[src/rtl/calc_pkg.sv]
// Shared state encoding for the calculator control sequencer and its
// display/debug consumers.
package calc_pkg;

  localparam int STATE_W = 3;

  typedef enum logic [STATE_W-1:0] {
    S_WAIT_A = 3'd0,
    S_LOAD_A = 3'd1,
    S_WAIT_B = 3'd2,
    S_LOAD_B = 3'd3,
    S_EXEC   = 3'd4,
    S_CHECK  = 3'd5,
    S_SHOW   = 3'd6,
    S_ERR    = 3'd7
  } state_e;

endpackage

[src/rtl/calc_hold_timer.sv]
// Loadable down-counter with a zero flag; shared by the ALU settle delay and
// the result-display timeout. Counting stops at zero.
module calc_hold_timer #(
  parameter int CNT_W = 16
) (
  input  logic             clk,
  input  logic             rst_n,
  input  logic             load,
  input  logic [CNT_W-1:0] value,
  input  logic             enable,
  output logic             zero
);

  logic [CNT_W-1:0] count;

  // NOTE: sequential state uses non-blocking assignments so every flop samples
  // pre-edge values regardless of process ordering.
  always_ff @(posedge clk or negedge rst_n) begin
    if (!rst_n) begin
      count <= '0;
    end else if (load) begin
      count <= value;
    end else if (enable && (count != '0)) begin
      count <= count - CNT_W'(1);
    end
  end

  assign zero = (count == '0);

endmodule

[src/rtl/calc_sequencer.sv]
// Control sequencer for the add/sub calculator: operand capture, ALU settle
// delay, overflow check and result/error display with optional timeout.
module calc_sequencer
  import calc_pkg::*;
#(
  parameter int AU_LAT    = 2,
  parameter int SHOW_HOLD = 0,
  parameter int CNT_W     = 16
) (
  input  logic               clk,
  input  logic               reset,
  input  logic               clear,
  input  logic               enter_pulse,
  input  logic               key_valid,
  input  logic               op_sub,
  input  logic               overflow_in,
  output logic               loadA,
  output logic               loadB,
  output logic               loadR,
  output logic               add_sub_control,
  output logic               load_out_unit,
  output logic               sel,
  output logic               busy,
  output logic               error,
  output logic               nokey,
  output logic [STATE_W-1:0] state_dbg
);

  localparam bit               HOLD_EN   = (SHOW_HOLD > 0);
  localparam logic [CNT_W-1:0] SETTLE_LD = CNT_W'(AU_LAT - 1);
  localparam logic [CNT_W-1:0] HOLD_LD   = CNT_W'(HOLD_EN ? SHOW_HOLD - 1 : 0);

  state_e           state, next_state;
  logic             tmr_load, tmr_enable, tmr_zero;
  logic [CNT_W-1:0] tmr_value;
  logic             load_a_d, load_b_d, load_r_d, load_out_d, nokey_d;

  calc_hold_timer #(.CNT_W(CNT_W)) u_hold_timer (
    .clk    (clk),
    .rst_n  (reset),
    .load   (tmr_load),
    .value  (tmr_value),
    .enable (tmr_enable),
    .zero   (tmr_zero)
  );

  // NOTE: every signal driven here gets a default first, so no path can
  // leave one unassigned and infer a latch.
  always_comb begin
    next_state = state;
    tmr_load   = 1'b0;
    tmr_value  = '0;
    tmr_enable = 1'b0;
    load_a_d   = 1'b0;
    load_b_d   = 1'b0;
    load_r_d   = 1'b0;
    load_out_d = 1'b0;
    nokey_d    = 1'b0;

    unique case (state)
      S_WAIT_A, S_WAIT_B: begin
        if (enter_pulse && key_valid) next_state = (state == S_WAIT_A) ? S_LOAD_A : S_LOAD_B;
        else if (enter_pulse)         nokey_d    = 1'b1;
      end
      S_LOAD_A: begin
        load_a_d   = 1'b1;
        next_state = S_WAIT_B;
      end
      S_LOAD_B: begin
        load_b_d   = 1'b1;
        tmr_load   = 1'b1;
        tmr_value  = SETTLE_LD;
        next_state = S_EXEC;
      end
      S_EXEC: begin
        if (tmr_zero) begin
          load_r_d   = 1'b1;
          next_state = S_CHECK;
        end else begin
          tmr_enable = 1'b1;
        end
      end
      S_CHECK: begin
        load_out_d = 1'b1;
        tmr_load   = HOLD_EN;
        tmr_value  = HOLD_LD;
        next_state = overflow_in ? S_ERR : S_SHOW;
      end
      S_SHOW, S_ERR: begin
        // Enter and timeout expiry collapse into the same single return.
        if (enter_pulse || (HOLD_EN && tmr_zero)) next_state = S_WAIT_A;
        else                                      tmr_enable = HOLD_EN;
      end
      default: next_state = S_WAIT_A;
    endcase

    if (clear) begin
      next_state = S_WAIT_A;
      tmr_load   = 1'b1;
      tmr_value  = '0;
      tmr_enable = 1'b0;
      load_a_d   = 1'b0;
      load_b_d   = 1'b0;
      load_r_d   = 1'b0;
      load_out_d = 1'b0;
      nokey_d    = 1'b0;
    end
  end

  always_ff @(posedge clk or negedge reset) begin
    if (!reset) begin
      state           <= S_WAIT_A;
      loadA           <= 1'b0;
      loadB           <= 1'b0;
      loadR           <= 1'b0;
      load_out_unit   <= 1'b0;
      nokey           <= 1'b0;
      sel             <= 1'b0;
      busy            <= 1'b0;
      error           <= 1'b0;
      add_sub_control <= 1'b0;
    end else begin
      state         <= next_state;
      loadA         <= load_a_d;
      loadB         <= load_b_d;
      loadR         <= load_r_d;
      load_out_unit <= load_out_d;
      nokey         <= nokey_d;
      sel           <= (next_state == S_SHOW) || (next_state == S_ERR);
      busy          <= (next_state == S_LOAD_B) || (next_state == S_EXEC) || (next_state == S_CHECK);
      error         <= (next_state == S_ERR);
      if (clear)                 add_sub_control <= 1'b0;
      else if (state == S_LOAD_B) add_sub_control <= op_sub;
    end
  end

  assign state_dbg = state;

endmodule
[config.mk]
export PLATFORM = sky130hd
export DESIGN_NAME = calc_sequencer
export DESIGN_NICKNAME = d
export VERILOG_FILES = /design/src/rtl/calc_pkg.sv /design/src/rtl/calc_hold_timer.sv /design/src/rtl/calc_sequencer.sv
export SDC_FILE = /design/constraint.sdc
export NUM_CORES = 1
export LEC_CHECK = 0
export ABC_AREA = 1
export ABC_CLOCK_PERIOD_IN_PS = 1700
export CORE_ASPECT_RATIO = 0.9
export CORE_MARGIN = 2
export CORE_UTILIZATION = 43
export DETAILED_ROUTE_END_ITERATION = 7
export HOLD_SLACK_MARGIN = 0.1
export PLACE_DENSITY = 0.64
export SLEW_MARGIN = 20
export SYNTH_ARGS = -nofsm -noshare
export SYNTH_HDL_FRONTEND = slang
export SYNTH_SLANG_ARGS = --single-unit
[constraint.sdc]
create_clock -name clk -period 1.7 [get_ports clk]
set_clock_uncertainty 0.2 [all_clocks]
set_input_delay 0.34 -clock clk [delete_from_list [all_inputs] [get_ports clk]]
set_output_delay 0.34 -clock clk [all_outputs]
set_load 0.02 [all_outputs]
==> results.json, run 1 <==
{
  "status": "completed",
  "startpoint": "u_hold_timer.count[8]",
  "synth_warnings": 0,
  "numPlacedInstances": 283,
  "ys.flop_type": "dfrtp_1",
  "tightest_slew_ps": 226,
  "cp_data_required_time_ps": 1670,
  "drv_slew": 0,
  "crit_buf_inv": 1,
  "powerDensity_nw_per_um2": 652,
  "ios": 19,
  "antenna_found_initial": 0,
  "place.gp.congestion": 0.868,
  "dieArea_sq_um": 4060,
  "grt_pass1_wl_mm": 6.06,
  "grt_use_total_pct": 20.0,
  "crit_fanout": 5,
  "peakVddDrop_mv": 0.456,
  "min_period_ps": 1640,
  "layout-drive-gt1-share_pct": 19.8,
  "detailedPlace.worstSlack_ps": -156,
  "fin_crit_sh_pct": 96.4,
  "fin_nets": 253,
  "synth_area_per_cell_sq_um": 7.64,
  "dr_total_vias": 1448,
  "syn_to_final_growth_pct": 30.2,
  "grt_pass1_vias": 1369,
  "grt_setup_unrepaired": "true",
  "grt.overflow.total": 0,
  "holdWs_ps": 212,
  "clock-sinks": 28,
  "cp_slowest_cell": "dfrtp_1",
  "fmaxAchievable_ghz": 0.610,
  "critical-path-top-delay-family": "simple AND/OR/NAND/NOR gates",
  "drc": 0,
  "layout_setup_ws_ps": 60.4,
  "worstSetupPathType": "register to register",
  "cts_max_level": 1,
  "root_buffer": "clkbuf_8",
  "port_buffers": 18,
  "drtIter0Drc": 124,
  "core_area_sq_um": 3400,
  "maxCapViolations": 0,
  "drt_pre_antenna_iters": 4,
  "antenna_left": 0,
  "synth_seq_area_share_pct": 45.6,
  "num_antenna_cells": 0,
  "path_clk_slew_ps": 90,
  "tritoncts": "built",
  "post_cts_buffers": 0,
  "dpl.hpwl_mm": 2.72,
  "utilization_pct": 58.8,
  "yosysUniqueCellTypes": 25,
  "chipWidth_microns": 67.0,
  "leakage_uw": 0.00108,
  "start_util_pct": 45.1,
  "rows": 20,
  "numCtsBuffers": 3,
  "slew_headroom_pct": 84.8,
  "syn_inst": 201,
  "wl_per_cell_microns": 12.9,
  "clk_latency_ps": 280,
  "die_y_microns": 60.7,
  "min_path_type": "primary input to asynchronous set/reset pin",
  "fill_cells": 327,
  "final-hold-violation-count": 0,
  "grt_max_degree": 29,
  "drt-total-wl_mm": 3.68,
  "synthArstFlopShare_pct": 100,
  "start_kind": "register",
  "cp_cell_sequence": "nor2_1 > nand2_2 > nor2_4 > nand2_2 > nand2_4 > buf_4 > o21ai_1 > nand2_1 > nor2_1",
  "critPathMaxStageDelay_ps": 410,
  "reg2reg_from": "u_hold_timer.count[8]",
  "syn_nets": 210,
  "stdcell_count": 286,
  "synth_edf_count": 0,
  "synthesis.area_sq_um": 1540,
  "cp-end-kind": "register",
  "clockBufferDepth": 2,
  "synth-seq-cells": 28,
  "setup_viol": 0,
  "via_per_inst": 5.06,
  "arrival_ps": 1610
}
## through the flow
step | instance area, sq um | setup TNS, ps | total power (uW)
6_report | 2000 | 0 | 1300
5_1_grt | 2000 | -289 | 1360
4_1_cts | 1960 | -14.5 | 1300
3_5_place_dp | 1930 | -1610 | 949
3_3_place_gp | 1930 | -941 | 943
2_1_floorplan | 1540 | 0 | 835
## worst register-to-register path, delay by kind of cell, from the launching register on
kind / cells / cell delay, ps
simple gates: 7 / 730
compound gates: 1 / 70
flops: 1 / 410
buf+inv: 1 / 140
## layer usage
metal	wire (microns)	share of wire, %	GRT usage (%)
met5	0	0	0
met2	1780	48	33.7
met4	18	0.49	4.96
met3	244	6.6	5.38
met1	1640	45	26.0
## worst paths after layout
kind                       slack (ps)                    end  depth (start not counted)
hold reg to reg                   310        add_sub_control                          1
min in group clk                  310        add_sub_control                          1
setup / recovery                   60  u_hold_timer.count[3]                          9
max in group asynchronous         930  u_hold_timer.count[4]                          2
hold / removal                    210                  error                          2
setup reg to reg                   60  u_hold_timer.count[3]                          9
## power by group
part	internal [uW]	total [uW]	switching, uW
Combinational	102	254	152
Clock	159	361	202
Sequential	680	689	8.96
Total	941	1300	363
## area by class of cell
| cell class | instances | area (sq um) | area share (%) |
|---|---|---|---|
| Inverter | 31 | 119 | 5.94 |
| Timing Repair Buffer | 41 | 350 | 17.5 |
| Multi-Input combinational cell | 139 | 733 | 36.7 |
| Tap cell | 44 | 55.1 | 2.75 |
| Clock buffer | 3 | 41.3 | 2.07 |
| Sequential cell | 28 | 701 | 35.0 |
## cells in the final DEF, fill, tap and decap left out, types with 2 or more instances in the layout
| cell | Yosys | layout |
|---|---|---|
| o21ai_1 | 6 | 8 |
| nand2_4 | 2 | 2 |
| o21ai_0 | 9 | 7 |
| nor2_1 | 33 | 28 |
| clkdlybuf4s50_1 | 0 | 6 |
| buf_4 | 0 | 22 |
| clkbuf_8 | 0 | 3 |
| nor2_2 | 3 | 7 |
| nand3_1 | 16 | 15 |
| nand2_1 | 39 | 38 |
| nor3_1 | 4 | 3 |
| dfrtp_1 | 28 | 28 |
| nand2_2 | 2 | 3 |
| nor2_4 | 1 | 2 |
| dlygate4sd2_1 | 0 | 12 |
| a21oi_1 | 2 | 2 |
| nand4_1 | 11 | 11 |
| inv_1 | 30 | 30 |
| o21ai_2 | 3 | 3 |
## flip-flops by register name, summed over array words and instances (netlist names)
| signal | cells |
|---|---|
| error | 1 |
| u_hold_timer.count | 16 |
| loadA | 1 |
| add_sub_control | 1 |
| loadB | 1 |
| state_dbg | 3 |
| sel | 1 |
| busy | 1 |
| load_out_unit | 1 |
| loadR | 1 |
| nokey | 1 |
## logic make-up (layout without fill, tap and decap cells)
kind of cell / after synthesis / count (layout) / synth area share, %
xor+xnor: 1 / 1 / 0.571
buf+inv: 34 / 75 / 9.37
fa+ha+maj: 2 / 2 / 1.63
compound gates: 23 / 23 / 9.13
simple gates: 113 / 113 / 33.7
flops: 28 / 28 / 45.6
## cell usage after synthesis, types with 2 or more instances
master    n  area [sq um]
nand2_1  39           146
nor2_1   33           124
inv_1    30           113
dfrtp_1  28           701
nand3_1  16          80.1
nand4_1  11          68.8
o21ai_0   9          45.0
o21ai_1   6          30.0
nor3_1    4          20.0
nor2_2    3          18.8
o21ai_2   3          26.3
a21oi_1   2          10.0
buf_6     2          22.5
ha_1      2          25.0
nand2_2   2          12.5
nand2_4   2          22.5
## what timing repair did
item	4_1_cts	5_1_grt
endpoints found under the setup margin	17	17
pin swaps	0	1
hold buffers	0	0
gates resized for setup	14	12
Power figures use the tool's default switching activity.
==> inputs of run 2 (changes only) <==
--- a/config.mk
+++ b/config.mk
@@ -10,6 +10,7 @@
 export CORE_ASPECT_RATIO = 0.9
 export CORE_MARGIN = 2
 export CORE_UTILIZATION = 43
+export CTS_CLUSTER_DIAMETER = 200
 export DETAILED_ROUTE_END_ITERATION = 7
 export HOLD_SLACK_MARGIN = 0.1
 export PLACE_DENSITY = 0.64
==> results of run 2 <==
No change in the layout: final DEF, timing and power equal those of run 1.
